## config.mk

```make
export PLATFORM = sky130hd
export DESIGN_NAME = seq_shifter32
export DESIGN_NICKNAME = d
export VERILOG_FILES = /design/src/rtl/seq_shift_pkg.sv /design/src/rtl/shift_step32.sv /design/src/rtl/seq_shifter32.sv
export SDC_FILE = /design/constraint.sdc
export NUM_CORES = 1
export LEC_CHECK = 0
export BUFFER_PORTS_ARGS = -buffer_cell sky130_fd_sc_hd__buf_2
export CAP_MARGIN = 20
export CORE_MARGIN = 1
export CORE_UTILIZATION = 49
export DETAILED_ROUTE_END_ITERATION = 8
export GPL_TIMING_DRIVEN = 0
export HOLD_SLACK_MARGIN = 0.15
export PLACE_DENSITY = 0.81
export SYNTH_ARGS = -nofsm -noshare
export SYNTH_HDL_FRONTEND = slang
export SYNTH_SLANG_ARGS = --single-unit
export TNS_END_PERCENT = 20
```

## constraint.sdc

```tcl
create_clock -name clk -period 2.1 [get_ports clk]
set_input_delay 0.42 -clock clk [delete_from_list [all_inputs] [get_ports clk]]
set_output_delay 0.42 -clock clk [all_outputs]
set_load 0.1 [all_outputs]
```

## src/rtl/seq_shift_pkg.sv

```systemverilog
// Shared encodings for the sequential 32-bit shifter: op codes, FSM states, step size.
package seq_shift_pkg;

    localparam logic [1:0] OP_SLL = 2'b00;
    localparam logic [1:0] OP_SRL = 2'b01;
    localparam logic [1:0] OP_SRA = 2'b10;
    localparam logic [1:0] OP_ROR = 2'b11;

    typedef enum logic [1:0] {
        S_IDLE  = 2'd0,
        S_SHIFT = 2'd1,
        S_DONE  = 2'd2
    } state_t;

    // Largest supported step is 4 bits per cycle, so a step count fits in 3 bits.
    localparam int STEP_LOG2_MAX = 2;

    function automatic int step_of(input int step_log2);
        return 1 << step_log2;
    endfunction

endpackage

```

## src/rtl/shift_step32.sv

```systemverilog
// Combinational single-step shifter: moves a 32-bit value by k (0..4) bits for SLL/SRL/SRA/ROR.
module shift_step32
    import seq_shift_pkg::*;
(
    input  logic [31:0] value,
    input  logic [1:0]  op,
    input  logic        fill,
    input  logic [2:0]  k,
    output logic [31:0] shifted
);

    logic [63:0] wide;

    // Right shifts run over a 64-bit word so the upper half supplies fill or wrap bits.
    always_comb begin
        wide    = '0;
        shifted = value;
        case (op)
            OP_SLL: shifted = value << k;
            OP_SRL, OP_SRA: begin
                wide    = {{32{fill}}, value} >> k;
                shifted = wide[31:0];
            end
            default: begin
                wide    = {value, value} >> k;
                shifted = wide[31:0];
            end
        endcase
    end

endmodule

```

## src/rtl/seq_shifter32.sv

```systemverilog
// Multi-cycle 32-bit shifter (SLL/SRL/SRA, STEP bits per cycle) with a one-cycle done pulse.
// Define SEQ_SHIFTER_ROR_EN to make op 11 a rotate right; otherwise op 11 is a 1-cycle no-op.
module seq_shifter32
    import seq_shift_pkg::*;
#(
    parameter int STEP_LOG2 = 0
) (
    input  logic        clk,
    input  logic        rst_n,
    input  logic        start_i,
    input  logic [1:0]  op_i,
    input  logic [31:0] data_i,
    input  logic [31:0] shamt_i,
    output logic [31:0] result_o,
    output logic        done_o,
    output logic        busy_o
);

    localparam int STEP = step_of(STEP_LOG2);

    state_t      state;
    logic [4:0]  count;
    logic [1:0]  op_q;
    logic        sign_q;
    logic [2:0]  k;
    logic        fill;
    logic        go_shift;
    logic [31:0] stepped;
    logic        shamt_hi_unused;

    // Amount is taken mod 32, so the upper shamt bits are intentionally dropped.
    assign shamt_hi_unused = ^shamt_i[31:5];

    always_comb begin
`ifdef SEQ_SHIFTER_ROR_EN
        go_shift = (shamt_i[4:0] != 5'd0);
`else
        go_shift = (shamt_i[4:0] != 5'd0) && (op_i != OP_ROR);
`endif
    end

    always_comb begin
        k    = (count < 5'(STEP)) ? count[2:0] : 3'(STEP);
        fill = (op_q == OP_SRA) ? sign_q : 1'b0;
    end

    shift_step32 u_step (
        .value   (result_o),
        .op      (op_q),
        .fill    (fill),
        .k       (k),
        .shifted (stepped)
    );

    always_ff @(posedge clk or negedge rst_n) begin
        if (!rst_n) begin
            state    <= S_IDLE;
            result_o <= '0;
            done_o   <= 1'b0;
            busy_o   <= 1'b0;
            count    <= '0;
            op_q     <= OP_SLL;
            sign_q   <= 1'b0;
        end else begin
            case (state)
                S_IDLE: begin
                    done_o <= 1'b0;
                    if (start_i) begin
                        result_o <= data_i;
                        op_q     <= op_i;
                        sign_q   <= data_i[31];
                        busy_o   <= 1'b1;
                        if (go_shift) begin
                            count <= shamt_i[4:0];
                            state <= S_SHIFT;
                        end else begin
                            count  <= '0;
                            done_o <= 1'b1;
                            state  <= S_DONE;
                        end
                    end
                end
                S_SHIFT: begin
                    result_o <= stepped;
                    count    <= count - 5'(k);
                    // Last partial or full step lands directly in DONE.
                    if (count == 5'(k)) begin
                        done_o <= 1'b1;
                        state  <= S_DONE;
                    end
                end
                S_DONE: begin
                    done_o <= 1'b0;
                    busy_o <= 1'b0;
                    state  <= S_IDLE;
                end
                default: begin
                    done_o <= 1'b0;
                    busy_o <= 1'b0;
                    state  <= S_IDLE;
                end
            endcase
        end
    end

endmodule

```

Word-level counts from Yosys, hierarchy flattened
Cells that the tools add are included.
Storage, ports and cells
  bits in registers: 44
  output and inout bits: 34
Operators by class
  add/subtract/negate cells: 1
  $lt $le $gt $ge: 1
  reductions and logical operators: 10
  shift-type cells: 3
  eq/ne operators: 7
  bitwise logic cells: 1
  multiplexer cells: 18
Operator list (number)
  32-bit one-hot mux with 2 select lines: 2
  64-bit by 3-bit >> shifter with 32-bit output: 2
  32-bit two-way mux: 1
  32-bit by 3-bit << shifter with 32-bit output: 1
  5-bit two-way mux: 2
  5-bit one-hot mux with 2 select lines: 1
  2-bit AND reduction: 4
  2-bit two-way mux: 3
  2-bit != test (second input constant): 3
  5-bit by 3-bit equality test with 1-bit output: 1
  5-bit by 1-bit less-than comparator with 1-bit output (second input constant): 1
  1-bit two-way mux: 5
  5-bit nonzero test: 1
  5-bit by 3-bit subtractor with 5-bit output: 1
  2-bit by 1-bit equality test with 1-bit output (second input constant): 2
  2-bit logical NOT: 2
  1-bit one-hot mux with 2 select lines: 2
  2-bit one-hot mux with 2 select lines: 1
  3-bit two-way mux: 1
  2-bit equality test (second input constant): 1
  2-bit nonzero test: 1
  2-bit OR reduction: 1
  1-bit logical AND: 1
  1-bit NOT: 1

Logic depth before layout (Yosys ltp)
Gate-level depths: netlist of run 1.
  depth in word-level cells: 5
  gate-level depth with buffers: 6
  mapped depth without buffers: 6

Modules after synthesis
From an unflattened synthesis of run 1, not the netlist that was laid out.
Second synthesis, totals
  cell total of the unflattened synthesis: 465
  area total of the unflattened synthesis: 4774.6 um^2
By module, submodules not included
  shift_step32: cells an instance 258, instances 1, sequential area each 0.0 um^2, area each 2571.2 um^2
  seq_shifter32: cells an instance 207, instances 1, sequential area each 1101.1 um^2, area each 2203.4 um^2

Worst setup path before layout of run 1
OpenSTA, ideal clock, no wires.
  path kind: register to register
  from: reg count[1]
  to: reg count[2]
  arrival: 1.665 ns
  stages on the path, launching flop included: 7
  setup slack: 0.303 ns
  period minus slack after synthesis: 1.797 ns
  cells stage by stage: dfrtp_1 -> nor4_1 -> or2_2 -> ha_1 -> or3b_2 -> a21oi_1 -> o22ai_1
Between the ends
  cells in the longest elaborated chain, start to end: 4
RTL lines
  from (decl): line seq_shifter32.sv:22  | logic [4:0] count;
  from (signal assigned): line seq_shifter32.sv:74  | count <= shamt_i[4:0];
  from (signal assigned): line seq_shifter32.sv:85  | count <= count - 5'(k);
  5-bit by 1-bit less-than comparator with 1-bit output: line seq_shifter32.sv:43  | k = (count < 5'(STEP)) ? count[2:0] : 3'(STEP);
  3-bit two-way mux: line seq_shifter32.sv:43
  5-bit by 3-bit subtractor with 5-bit output (*): line seq_shifter32.sv:85
  5-bit one-hot mux with 2 select lines (*): line seq_shifter32.sv:65  | case (state)
Every way passes the cells marked *; elsewhere a longest branch is shown, timed or not.
A chain may end at the register's enable or synchronous reset.

Worst setup path after layout of run 1
Ends and elaborated chain as after synthesis.

==> results of run 1 <==
[how the worst max path moves through the flow]
stage	endpoint	slack [ps]	cells after the start
2_1_floorplan	count[2]	300	6
3_3_place_gp	count[2]	170	6
3_5_place_dp	count[2]	160	6
4_1_cts	count[2]	140	6
5_1_grt	count[4]	9	6
6_report	count[2]	130	6
[placed cells by master, fill, tap and decap left out, types with 3 or more instances in the layout]
master     n
a221oi_1  19
nor2b_1    6
a21oi_1    4
clkbuf_8   5
nor2_1    31
o21a_1     4
ha_1       3
a31oi_1    3
nand3_1    3
nand2_1    7
nand2b_1   7
a221oi_2  10
mux2i_1   29
a211oi_1   5
mux2_2     3
buf_6      3
dfrtp_1   44
clkbuf_1   3
inv_1     37
buf_2     86
[metrics by stage]
stage | area, um^2 | util | hold slack, ps
after floorplan | 2630 | - | 124
after global routing | 3200 | 0.623 | 356
final | 3200 | 0.623 | 372
after CTS | 3170 | 0.617 | 314
after global placement | 3090 | 0.601 | 482
after detailed placement | 3090 | 0.601 | 488
[worst max-delay path: cells and delay by family, from the launching register on]
kind / cells / cell delay [ps]
flip-flops: 1 / 500
adder cells (fa/ha/maj): 1 / 230
AO/OA/AOI/OAI: 2 / 240
AND/OR/NAND/NOR: 3 / 870
[logic make-up (layout without fill, tap and decap cells)]
logic type	count (synthesis)	after routing	synth area share
flip-flops	44	44	0.419
AND/OR/NAND/NOR	68	68	0.135
adder cells (fa/ha/maj)	3	3	0.0143
AO/OA/AOI/OAI	63	63	0.215
multiplexers	32	32	0.123
buffers and inverters	55	139	0.0929
[sequential cells by signal, indices dropped and copies added (netlist names)]
signal,count
sign_q,1
op_q,2
done_o,1
count,5
result_o,32
busy_o,1
state,2
[area by class of cell]
cell class / instances / share of cell area
Tap cell: 70 / 0.0274
Clock buffer: 5 / 0.0215
Buffer: 18 / 0.0328
Multi-Input combinational cell: 166 / 0.401
Sequential cell: 44 / 0.344
Timing Repair Buffer: 77 / 0.127
Inverter: 37 / 0.0434
Clock inverter: 2 / 0.00391
[layer usage]
metal | vias to the layer above | GRT usage | part of all wire
met5 | - | 0 | 0
met4 | 0 | 0.0700 | 0.013
met3 | 6 | 0.0495 | 0.044
met2 | 73 | 0.407 | 0.49
met1 | 1144 | 0.335 | 0.45
li1 | 1125 | - | -
==> flow_summary.ini, run 1 <==
[outcome]
status = finished clean

[finish]
stdcell_count = 419
area_delta_synth_final_pct = 21.9
multi_input_area_mm2 = 0.00128
regArea_mm2 = 0.00110
post_route_cells_drive_above_1_share = 0.332
n_fill_cell = 462
fin_nets = 421
antenna_cells = 0

[sta]
setup_viol = 0
hold_viol = 0
min_period_over_period = 0.939
finalMaxSlewViolations = 0
max_slew_margin = 0.668
worst_slack_ps = 128
fin_skew_ps = 10.3
tns_ps = 0
min_period_ps = 1970
fmax_mhz = 507
worstMarginPinSlew_ps = 501
rsz0062_at_grt = false

[synth]
synth_common_cells = dfrtp_1 (44), inv_1 (37), nor2_1 (31), mux2i_1 (29), a221oi_1 (19)
synth_most_common_cell = dfrtp_1
synth_top_area_share = 0.419
synth_seq_cells = 44
async_flop_share = 1.00
yosys_most_used_dff = dfrtp_1
synth_area_leader_cell = dfrtp_1
synth_enable_flop_cells = 0
synth-seq-area-share = 0.419
netlist_area_mm2 = 0.00263
ys_top_cells_by_area = dfrtp_1 (42%), mux2i_1 (11%), a221oi_1 (6.3%)
ys.warnings.count = 0
syn-mean-instance-area_um2 = 9.92
synth_cell_types = 46
synthCells = 265
syn_nets = 337

[critical_path]
cp-start-kind = flip-flop
ff2ff_setup_slack_ps = 130
crit_arrival_ps = 2140
cp.required_ps = 2270
path_cells = nor4_1 -> or2_2 -> ha_1 -> or3b_2 -> a21oi_1 -> o22ai_1
timing.rr.end = count[2]
crit_fanout = 7
cp_slowest_cell = dfrtp_1
crit_start = count[1]
max_stage_delay_ps = 500
r2r_cells = 6
critPathKind = flip-flop to flip-flop
endpoint_kind = flip-flop
r2r-start = count[1]

[worst_hold_path]
hold_path_end = result_o[30]
hold_path_class = primary input to flip-flop
min_delay_path_depth = 2
hp-start = data_i[30]

[drt]
vias = 2348
ant_nets = 0
drc = 0
drt_wl_total_um = 6470
dr.pass1.iters = 4
wire_per_inst_um = 15.4
viasPerCell = 5.60
first_iter_violations = 125

[clock_network]
path_clk_slew_ps = 80
clkLatencyLatePin_ps = 300
clock_sinks = 44
htreeDepth = 2
clockBufferDepth = 2
root_buffer = clkbuf_8
cts_made_buffers = 5
cts_resized = 0
postCtsHoldBufs = 0
cts_tree = yes
post_cts_buffers = 0

[place]
portBuffers = 75
gp_congestion = 0.888
hpwl_um = 4680
dpl_worst_slack_ps = 164
dp.cells = 410

[global_routing]
antenna_found_initial = 0
grt_max_degree = 45
grt_pass1_vias = 2229
grt_use_total = 0.248
grt_overflow = 0
grt_pass1_wl_um = 10400

[floorplanning]
ioPinCount = 103
die_w_um = 75.2
start_util = 0.511
core_mm2 = 0.00514
rows = 26
fp.dieArea_mm2 = 0.00566
die_h_um = 75.2

[job]
drv_cap = 0
Power of run 1 is left out: the tool's default activity adds up to more than one toggle a clock period on the data nets, which glitch-free logic cannot reach.
==> run 2: changes to the inputs <==
ABC_AREA = 1   (was unset)
CORE_MARGIN = 3   (was 1)
CORE_UTILIZATION = 50   (was 49)
PLACE_DENSITY = 0.82   (was 0.81)
RECOVER_POWER = 100   (was unset)
==> run 2 against run 1 <==
Compared with the run above: clock skew fell by 1.7 ps; sequential share of layout area decreased by 1.8 points; clock-buffer cell count grew 1; fmax up 10%.
==> flow_summary.ini, run 2 <==
[global_routing]
grt_use_total = 0.268
grt_pass1_vias = 2779
antenna_found_initial = 0
grt_pass1_wl_um = 13500
grt_overflow = 0
grt_max_degree = 45

[place]
dpl_cell_area_mm2 = 0.00328
hpwl_um = 6150
portBuffers = 75
gp_congestion = 0.915

[drt]
wire_per_inst_um = 15.0
first_iter_violations = 301
drt_wl_total_um = 8420
viasPerCell = 5.44
dr.pass1.iters = 5
vias = 3047
drc = 0
ant_nets = 0

[clock_network]
root_buffer = clkbuf_8
clock_sinks = 44
cts_made_buffers = 5
cts_resized = 0
cts_tree = yes
htreeDepth = 2
clkLatencyLatePin_ps = 300
path_clk_slew_ps = 80
clockBufferDepth = 2

[synth]
synth_cell_types = 32
netlist_area_mm2 = 0.00282
synthCells = 406
ys_top_cells_by_area = dfrtp_1 (39%), nand2_1 (18%), nand3_1 (10%)
ys.warnings.count = 0
syn-mean-instance-area_um2 = 6.94
synth_enable_flop_cells = 0
syn_nets = 478
synth_seq_cells = 44
synth_most_common_cell = nand2_1
synth-seq-area-share = 0.391
synth_top_area_share = 0.391
synth_area_leader_cell = dfrtp_1
yosys_most_used_dff = dfrtp_1
async_flop_share = 1.00
synth_common_cells = nand2_1 (136), nand3_1 (57), nor2_1 (53), dfrtp_1 (44), o21ai_0 (24)

[finish]
n_fill_cell = 508
final_util = 0.640
antenna_cells = 0
final_cell_area_mm2 = 0.00337
largest_reg_flops = 32
reg_top3 = result_o (32), count (5)
area_delta_synth_final_pct = 19.7
largest-register = result_o
post_route_cells_drive_above_1_share = 0.235
final_cell_mix = nand2_1 (137), nand3_1 (57), nor2_1 (53), dfrtp_1 (44), buf_2 (42)
final_common_cell = nand2_1
fin_nets = 562

[floorplanning]
die_h_um = 81.1
ioPinCount = 103
rows = 26
die_w_um = 81.1
start_util = 0.535
fp.dieArea_mm2 = 0.00657
core_mm2 = 0.00527

[critical_path]
cp-start-kind = flip-flop
critPathKind = flip-flop to flip-flop
crit_fanout = 10
crit_arrival_ps = 1980
cp.required_ps = 2290
endpoint_kind = flip-flop

[sta]
max_slew_margin = 0.576
rsz0062_at_grt = false
setup_viol = 0
worstMarginPinSlew_ps = 636
fmax_mhz = 558
tns_ps = 0
fin_skew_ps = 8.57
finalMaxSlewViolations = 0
min_period_ps = 1790
hold_viol = 0
min_period_over_period = 0.853

[worst_hold_path]
hold_path_class = primary input to flip-flop

[outcome]
status = finished clean

[job]
drv_cap = 0
[run 2: cell types whose count changed after synthesis, moves of 7 or more]
cell / before / now
a221oi_1: 19 / 0
nand3_1: 3 / 57
o21ai_0: 2 / 24
nor2_1: 31 / 53
mux2i_1: 29 / 0
nand2_1: 7 / 136
a221oi_2: 10 / 0
inv_1: 37 / 21
nand2b_1: 7 / 0
[run 2: final cells by class]
| cell class | count | area, um^2 | area share |
|---|---|---|---|
| Buffer | 19 | 124 | 0.0367 |
| Clock buffer | 6 | 72.6 | 0.0215 |
| Clock inverter | 1 | 5.00 | 0.00148 |
| Inverter | 27 | 101 | 0.0300 |
| Multi-Input combinational cell | 316 | 1480 | 0.438 |
| Sequential cell | 44 | 1100 | 0.326 |
| Tap cell | 70 | 87.6 | 0.0260 |
| Timing Repair Buffer | 77 | 404 | 0.120 |
[run 2: worst max-delay path, cell delays in order, from the launching register on]
cell      delay (ps)
dfrtp_1          330
inv_1             70
ha_1             200
buf_4            180
nor2_2           140
clkbuf_1         430
a21oi_1          170
nand2_1          120
nand2_1           50
[run 2: repair_timing]
| item | CTS | global route |
|---|---|---|
| hold buffers | 0 | 1 |
| setup buffers | 0 | 0 |
| setup endpoints to repair | 0 | 0 |
| hold endpoints to repair | 0 | 9 |
[run 2: logic make-up (layout without fill, tap and decap cells)]
family	count (synthesis)	count (layout)	share of synthesized area
XOR/XNOR	2	2	0.00622
AND/OR/NAND/NOR	273	273	0.437
AO/OA/AOI/OAI	38	38	0.0706
flip-flops	44	44	0.391
buffers and inverters	46	130	0.0821
adder cells (fa/ha/maj)	3	3	0.0133
[run 2: metrics by stage]
stage / instances / worst slack [ps] / hold slack [ps]
3_5_place_dp: 551 / 426 / 463
5_1_grt: 560 / 131 / 338
2_1_floorplan: 406 / 593 / 124
6_report: 560 / 309 / 334
4_1_cts: 558 / 414 / 311
3_3_place_gp: 551 / 464 / 460
[run 2: final timing paths]
kind	depth (start not counted)	from	slack, ps	to
worst max-delay path	8	op_q[0]	310	result_o[0]
worst min register to register	2	done_o	490	done_o
worst max register to register	8	op_q[0]	310	result_o[0]
worst min-delay path	3	data_i[31]	330	sign_q
min in group asynchronous	2	rst_n	640	result_o[22]
max in group asynchronous	3	rst_n	850	result_o[27]
[run 2: per-layer routing]
layer  wire length (um)  track usage  vias to the layer above
li1                   -            -                     1467
met1               3600        0.365                     1421
met2               4070        0.435                      139
met3                580       0.0443                       20
met4                173       0.0828                        0
met5                  0            0                        -
Power of run 2 is left out for the same reason.
